File: src/rtl/mc_ctrl.sv
// Multi-cycle main controller: sequences FETCH/DECODE/EXEC/MEM/WB and drives
// PC, IR, GRF, EXT, ALU and DM controls for the MIPS datapath.
module mc_ctrl #(
  parameter int MEM_WAIT_MAX = 8
) (
  input  logic       clk,
  input  logic       reset_n,
  input  logic [5:0] opcode,
  input  logic [5:0] funct,
  input  logic       zero,
  input  logic       mem_ready,
  output logic       pc_wr,
  output logic [1:0] pc_src,
  output logic       ir_wr,
  output logic       reg_wr,
  output logic [1:0] reg_dst,
  output logic [1:0] wd_sel,
  output logic       ext_op,
  output logic       alu_src_b,
  output logic [2:0] alu_op,
  output logic       mem_req,
  output logic       mem_we,
  output logic [2:0] state,
  output logic       instr_done,
  output logic       err
);

  typedef enum logic [2:0] {
    S_FETCH  = 3'd0,
    S_DECODE = 3'd1,
    S_EXEC   = 3'd2,
    S_MEM    = 3'd3,
    S_WB     = 3'd4,
    S_HALT   = 3'd5
  } state_t;

  typedef enum logic [3:0] {
    I_ADDU, I_SUBU, I_JR, I_ORI, I_LW, I_SW, I_BEQ, I_LUI, I_JAL, I_ILL
  } instr_t;

  localparam logic [7:0] WAIT_LAST = 8'(MEM_WAIT_MAX - 1);

  state_t     state_q, state_d;
  logic [5:0] op_q, fn_q;
  logic [7:0] cnt_q, cnt_d;
  logic       err_q, err_d;
  instr_t     cls;

  // The all-zero word (funct 000000) is accepted as addu so nop completes.
  function automatic instr_t decode(input logic [5:0] op, input logic [5:0] fn);
    instr_t c;
    c = I_ILL;
    case (op)
      6'b000000: begin
        case (fn)
          6'b100001, 6'b000000: c = I_ADDU;
          6'b100011:            c = I_SUBU;
          6'b001000:            c = I_JR;
          default:              c = I_ILL;
        endcase
      end
      6'b001101: c = I_ORI;
      6'b100011: c = I_LW;
      6'b101011: c = I_SW;
      6'b000100: c = I_BEQ;
      6'b001111: c = I_LUI;
      6'b000011: c = I_JAL;
      default:   c = I_ILL;
    endcase
    return c;
  endfunction

  // IR holds the new word during DECODE; later states use the latched copy.
  assign cls = (state_q == S_DECODE) ? decode(opcode, funct) : decode(op_q, fn_q);

  always_ff @(posedge clk or negedge reset_n) begin
    if (!reset_n) begin
      state_q <= S_FETCH;
      op_q    <= 6'd0;
      fn_q    <= 6'd0;
      cnt_q   <= 8'd0;
      err_q   <= 1'b0;
    end else begin
      state_q <= state_d;
      cnt_q   <= cnt_d;
      err_q   <= err_d;
      if (state_q == S_DECODE) begin
        op_q <= opcode;
        fn_q <= funct;
      end
    end
  end

  always_comb begin
    state_d    = state_q;
    cnt_d      = cnt_q;
    err_d      = err_q;
    pc_wr      = 1'b0;
    pc_src     = 2'd0;
    ir_wr      = 1'b0;
    reg_wr     = 1'b0;
    reg_dst    = 2'd0;
    wd_sel     = 2'd0;
    ext_op     = 1'b0;
    alu_src_b  = 1'b0;
    alu_op     = 3'd0;
    mem_req    = 1'b0;
    mem_we     = 1'b0;
    instr_done = 1'b0;
    case (state_q)
      S_FETCH: begin
        ir_wr   = 1'b1;
        pc_wr   = 1'b1;
        state_d = S_DECODE;
      end
      S_DECODE: begin
        ext_op = (cls == I_ORI) || (cls == I_LUI);
        case (cls)
          I_ILL: begin
            err_d   = 1'b1;
            state_d = S_HALT;
          end
          I_JAL: begin
            pc_wr      = 1'b1;
            pc_src     = 2'd2;
            reg_wr     = 1'b1;
            reg_dst    = 2'd2;
            wd_sel     = 2'd2;
            instr_done = 1'b1;
            state_d    = S_FETCH;
          end
          I_JR: begin
            pc_wr      = 1'b1;
            pc_src     = 2'd3;
            instr_done = 1'b1;
            state_d    = S_FETCH;
          end
          default: state_d = S_EXEC;
        endcase
      end
      S_EXEC: begin
        ext_op    = (cls == I_ORI) || (cls == I_LUI);
        alu_src_b = (cls == I_ORI) || (cls == I_LUI) || (cls == I_LW) || (cls == I_SW);
        case (cls)
          I_SUBU, I_BEQ: alu_op = 3'd1;
          I_ORI:         alu_op = 3'd2;
          I_LUI:         alu_op = 3'd3;
          default:       alu_op = 3'd0;
        endcase
        if (cls == I_BEQ) begin
          pc_wr      = zero;
          pc_src     = 2'd1;
          instr_done = 1'b1;
          state_d    = S_FETCH;
        end else if (cls == I_LW || cls == I_SW) begin
          state_d = S_MEM;
        end else begin
          state_d = S_WB;
        end
      end
      S_MEM: begin
        mem_req = 1'b1;
        mem_we  = (cls == I_SW);
        if (mem_ready) begin
          cnt_d = 8'd0;
          if (cls == I_SW) begin
            instr_done = 1'b1;
            state_d    = S_FETCH;
          end else begin
            state_d = S_WB;
          end
        end else if (cnt_q == WAIT_LAST) begin
          cnt_d   = 8'd0;
          err_d   = 1'b1;
          state_d = S_HALT;
        end else begin
          cnt_d = cnt_q + 8'd1;
        end
      end
      S_WB: begin
        reg_wr     = 1'b1;
        ext_op     = (cls == I_ORI) || (cls == I_LUI);
        reg_dst    = (cls == I_ADDU || cls == I_SUBU) ? 2'd1 : 2'd0;
        wd_sel     = (cls == I_LW) ? 2'd1 : 2'd0;
        instr_done = 1'b1;
        state_d    = S_FETCH;
      end
      S_HALT: state_d = S_HALT;
      default: begin
        err_d   = 1'b1;
        state_d = S_HALT;
      end
    endcase
    // Enables must fall the moment reset is asserted, not at the next edge.
    if (!reset_n) begin
      pc_wr      = 1'b0;
      pc_src     = 2'd0;
      ir_wr      = 1'b0;
      reg_wr     = 1'b0;
      reg_dst    = 2'd0;
      wd_sel     = 2'd0;
      ext_op     = 1'b0;
      alu_src_b  = 1'b0;
      alu_op     = 3'd0;
      mem_req    = 1'b0;
      mem_we     = 1'b0;
      instr_done = 1'b0;
    end
  end

  assign state = state_q;
  assign err   = err_q;

endmodule

File: config.mk
export PLATFORM = sky130hd
export DESIGN_NAME = mc_ctrl
export DESIGN_NICKNAME = d
export VERILOG_FILES = /design/src/rtl/mc_ctrl.sv
export SDC_FILE = /design/constraint.sdc
export NUM_CORES = 1
export LEC_CHECK = 0
export BUFFER_PORTS_ARGS = -buffer_cell sky130_fd_sc_hd__buf_2
export CAP_MARGIN = 20
export CELL_PAD_IN_SITES_DETAIL_PLACEMENT = 0
export CELL_PAD_IN_SITES_GLOBAL_PLACEMENT = 1
export CORE_MARGIN = 10
export CORE_UTILIZATION = 45
export CTS_BUF_LIST = sky130_fd_sc_hd__clkbuf_8
export DETAILED_ROUTE_END_ITERATION = 7
export PLACE_DENSITY = 0.94
export SYNTH_ARGS = -nofsm -noshare
export SYNTH_HDL_FRONTEND = slang
export SYNTH_SLANG_ARGS = --single-unit
File: constraint.sdc
create_clock -name clk -period 6.8 [get_ports clk]
set_input_delay 1.36 -clock clk [delete_from_list [all_inputs] [get_ports clk]]
set_output_delay 1.36 -clock clk [all_outputs]
set_load 0.005 [all_outputs]
==> Word level (Yosys, flattened, before mapping) <==
Cells that the tools add are included.
{ "totals": {"out_inout_bits": 21, "ff_bits": 24, "word_cells": 116, "input_bits": 16} }
{ "op_classes": {"bitwise": 1, "n_eq_ne": 37, "reduce_logical": 18, "n_mux": 54, "n_addsub": 1} }
{ "op_table": {"columns": ["op", "count"], "rows": [
  ["$pmux W4 S7", 2],
  ["$eq A6 B6 Y1 const B", 8],
  ["$eq A6 B4 Y1 const B", 6],
  ["$mux W1", 25],
  ["$logic_not A6 Y1", 4],
  ["$pmux W4 S3", 2],
  ["$mux W3", 6],
  ["$eq A4 B3 Y1 const B", 4],
  ["$mux W8", 2],
  ["$pmux W2 S2", 4],
  ["$pmux W3 S5", 1],
  ["$eq A6 B2 Y1 const B", 2],
  ["$eq A6 B3 Y1 const B", 2],
  ["$mux W2", 5],
  ["$add A8 B1 Y8 const B", 1],
  ["$eq A4 B2 Y1 const B", 2],
  ["$eq A4 B4 Y1 const B", 2],
  ["$eq A8 B3 Y1 const B", 1],
  ["$reduce_or A2 Y1", 4],
  ["$eq A3 B2 Y1 const B", 2],
  ["$eq A3 B3 Y1 const B", 2],
  ["$pmux W1 S3", 2],
  ["$pmux W2 S3", 1],
  ["$pmux W3 S2", 1],
  ["other kinds (15)", 20]
]} }

==> Longest topological paths before layout <==
{ "logic_depth": {"depth_word": 11, "depth_mapped": 9, "mapped_depth_nobuf": 7} }

==> Worst setup path after synthesis <==
Ideal clock, no wire load.
{ "synth_path": {"path_kind": "in2out", "from": "input opcode[3]", "to": "output instr_done", "setup_slack_ns": 2.554, "path_buffers": 1, "path_stages": 8, "arrival_ns": 2.886, "required_ns": 5.440, "path_cell_list": "or4_1 -> nor2_1 -> a41oi_1 -> o22ai_2 -> buf_2 -> nor3_1 -> o2111ai_1 -> nand3_1"} }
{ "synth_via": {"elab_chain_cells": 8, "elab_cells_between_ends": 20, "classes_between": "10 x eq/ne; 8 x mux; 2 x reduce/logical"} }
{ "synth_rtl": {"columns": ["item", "line", "rtl"], "rows": [
  ["start, declared", "8", "input logic [5:0] opcode,"],
  ["$eq A6 B2 Y1, or another cell as far along", "53", "case (op)"],
  ["$pmux W4 S7 (*)", "53", null],
  ["$mux W4 (*)", "74", "assign cls = (state_q == S_DECODE) ? decode(opcode, funct) : decode(op_q, fn_q);"],
  ["$eq A4 B3 Y1, or another cell as far along", "166", "if (cls == I_SW) begin"],
  ["$mux W1 or $reduce_or A2 Y1 (tied branches)", null, null],
  ["$mux W1, on equally long branches", "164, 118", null],
  ["$pmux W1 S4 (*)", "110", "case (state_q)"],
  ["$mux W1 (*)", "195", "if (!reset_n) begin"],
  ["end, declared", "24", "output logic instr_done,"]
]} }
Mark *: on every way between the ends. The rest lies on a longest branch, timed or not.

==> Final worst setup path <==
Same ends and word-level chain as after synthesis.

==> summary.txt <==
Worst-Skew Late Latency = 0.27 ns
Slowest stage delay, CP = 0.56 ns
Post-Layout Cell Count = 300
YS warnings = 0
RSZ-0062 raised after global routing = no
Worst-path cell chain = buf_2 > or4_1 > nor2_1 > a41oi_1 > o22ai_2 > and3_1 > o2111ai_1 > nand3_1 > buf_2
Combinational cell fraction of total power = 41.5%
PwrDens = 333 mW/mm^2
First-pass GRT wire length = 7850 um
WP data arrival = 3.37 ns
Worst setup EP type = primary output
Ant diodes = 0
FF-to-FF path depth = 7
CTS tree = done
Yosys top cell area share = 33.1%
Final clock period utilization by the worst path = 69.5%
Area of the mapped netlist = 0.00182 mm^2
Critical path data required time = 5.44 ns
CTS Buffer Depth = 2
Site row count = 23
Area Growth Syn to Fin = 14.1%
Setup TNS = 0 ns
Post-cts hold buffer count = 0
Max Slew Vio Count = 0
Clock power frac = 18.5%
Max transition margin = 55.8%
Seq. cell area = 601 um^2
Reg2Reg Setup Slack = 4.21 ns
FFs w/ async S/R, synth = 100%
Minimum clock period = 4.73 ns
Wire per inst = 15.3 um
Internal = 418 uW
Post-Route WL = 4600 um
GRT overflow = 0
Ys flop type = dfrtp_1
End point of the critical path = instr_done
Slew @ Worst Pin = 0.663 ns
Crit-path leading delay family = simple AND/OR/NAND/NOR gates
Detailed Routing Iterations Pass 1 = 4
Proportion of layout cells with a drive suffix above 1 = 23.6%
Levels on crit path = 9
Dpl cells = 296
CP dominant cell by count = buf_2
Die W = 83.5 um
P_sw = 272 uW
DRC viols = 0
H-tree Lvls = 1
CP Class = input pin to primary output
Endpoints failing hold = 0
Multi-input logic area = 0.00113 mm^2
GRT Resource Usage Total = 12.9%
Critical Path Fanout Max = 13
Leakage = 0.000912 uW
Core area = 0.00394 mm^2
Crit path from = opcode[3]
Reg power frac = 40.0%
Area contributors post-synth = dfrtp_1 33%, mux2_2 5.6%, o21ai_0 5.0%
Antenna violations before repair = 0
Worst path bufs/invs = 2
Sw frac = 39.5%
ANT nets after route = 0
Gates resized, CTS repair = 0
Seq/Total Area, Yosys = 33.1%
Synthesized flop and latch total = 24
Via count = 1747
IO Port Bufs = 35
1st-iter DRT viols = 156
Syn Area/Cell = 8.25 um^2
Number of synthesized flops with an enable pin = 0
Final setup fails = 0
Post-CTS setup buffers = 0
Largest net degree at the start of global routing = 33
Initial Util = 46.0%
Synth unique cells = 58
Fmax = 0.212 GHz
Vias in the first global route = 1652
Cell taking the most area after synthesis = dfrtp_1
Worst path slowest cell = or4_1
I/O Pins = 37
Nets = 268
Post-detail-place hpwl = 3460 um
Max VDD drop = 0.141 mV
Total CTS buffers = 3
Hold crit path type = flip-flop to flip-flop
Cells after Synth = 220
R2R Path End = state[2]$_DFFE_PN0P_
Post-Syn Nets = 237
Root Buffer = clkbuf_8
Die area = 0.00697 mm^2
Status = complete, no violations
Crit path launch type = input pin
Critical R2R Launch = state[0]$_DFFE_PN0P_
Gpl congestion = 0.843
Vias/cell = 5.82
TritonCTS Sinks = 24
Fill count = 368
Max-capacitance violation count = 0
Clk slew on worst S/H paths = 0.09 ns
Setup Skew = 0.00309 ns
Die height = 83.5 um
## worst min-delay path, delay by kind of cell (launching register included)
kind	cells	cell delay [ns]
flip-flops	1	0.35
AND/OR/NAND/NOR	1	0.06
AO/OA/AOI/OAI	1	0.05
## sequential cells by signal (all words and copies together) (netlist names)
signal,flops
state,3
cnt_q,8
op_q,6
fn_q,6
err,1
## power by group through the flow
stage                     clock [uW]  sequential [uW]  combinational (uW)
final                            127              276                 286
after global routing             135              287                 323
after CTS                        129              276                 287
after floorplan                    0              249                 247
after global placement             0              277                 283
after detailed placement           0              278                 285
## logic make-up (layout without fill, tap and decap cells)
family,after synthesis,after routing,synth area share [%]
AND/OR/NAND/NOR,101,101,29.0
AO/OA/AOI/OAI,62,62,24.7
flip-flops,24,24,33.1
buffers and inverters,18,48,4.82
multiplexers,9,9,5.58
XOR/XNOR,4,4,1.93
adder cells (fa/ha/maj),1,1,0.689
other,1,1,0.207
## cells in the final DEF, fill, tap and decap left out, drive strengths merged, types with 3 or more instances in the layout
cell type   n
or3         4
nand3b      3
o22ai       6
o21ai      19
and3        7
buf        35
nor3        9
xor2        3
a21oi       9
inv         9
mux2        9
clkbuf      3
nor2       23
nand2b      8
nand2      22
nand3      12
dfrtp      24
## metal layers
| metal | vias up | part of all wire, % | track usage, % |
|---|---|---|---|
| li1 | 866 | - | - |
| met1 | 830 | 47 | 17.0 |
| met2 | 46 | 45 | 20.6 |
| met3 | 5 | 6.1 | 2.54 |
| met4 | 0 | 1.3 | 4.11 |
| met5 | - | 0 | 0 |
## final cells by class
class | count | area share (%)
Multi-Input combinational cell | 178 | 54.4
Sequential cell | 24 | 29.0
Inverter | 9 | 1.63
Tap cell | 50 | 3.02
Clock inverter | 1 | 1.45
Timing Repair Buffer | 35 | 8.46
Clock buffer | 3 | 1.99
## cell usage after synthesis, drive strengths merged (5+ instances only)
cell type,instances
nor3,9
nand2b,8
dfrtp,24
nand2,22
nand3,12
a21oi,9
o22ai,6
buf,5
nor2,23
mux2,9
inv,9
o21ai,19
and3,7
## metrics by stage
step	utilization [%]	setup WS, ns	cell area [um^2]	power (uW)	hold WS, ns
final	52.5	2.07	2070	690	0.487
after global routing	52.5	1.88	2070	746	0.525
after CTS	52.5	2.10	2070	692	0.493
after detailed placement	50.7	2.11	2000	563	0.471
after global placement	50.7	2.14	2000	560	0.476
after floorplan	-	2.55	1820	496	0.468
## how the worst min path moves through the flow
stage / start / end / depth (start not counted)
2_1_floorplan: cnt_q[1]$_DFFE_PN0N_ / cnt_q[1]$_DFFE_PN0N_ / 2
3_3_place_gp: err$_DFFE_PN0P_ / err$_DFFE_PN0P_ / 2
3_5_place_dp: err$_DFFE_PN0P_ / err$_DFFE_PN0P_ / 2
4_1_cts: err$_DFFE_PN0P_ / err$_DFFE_PN0P_ / 2
5_1_grt: err$_DFFE_PN0P_ / err$_DFFE_PN0P_ / 2
6_report: err$_DFFE_PN0P_ / err$_DFFE_PN0P_ / 2
(Power assumes the default switching activity.)
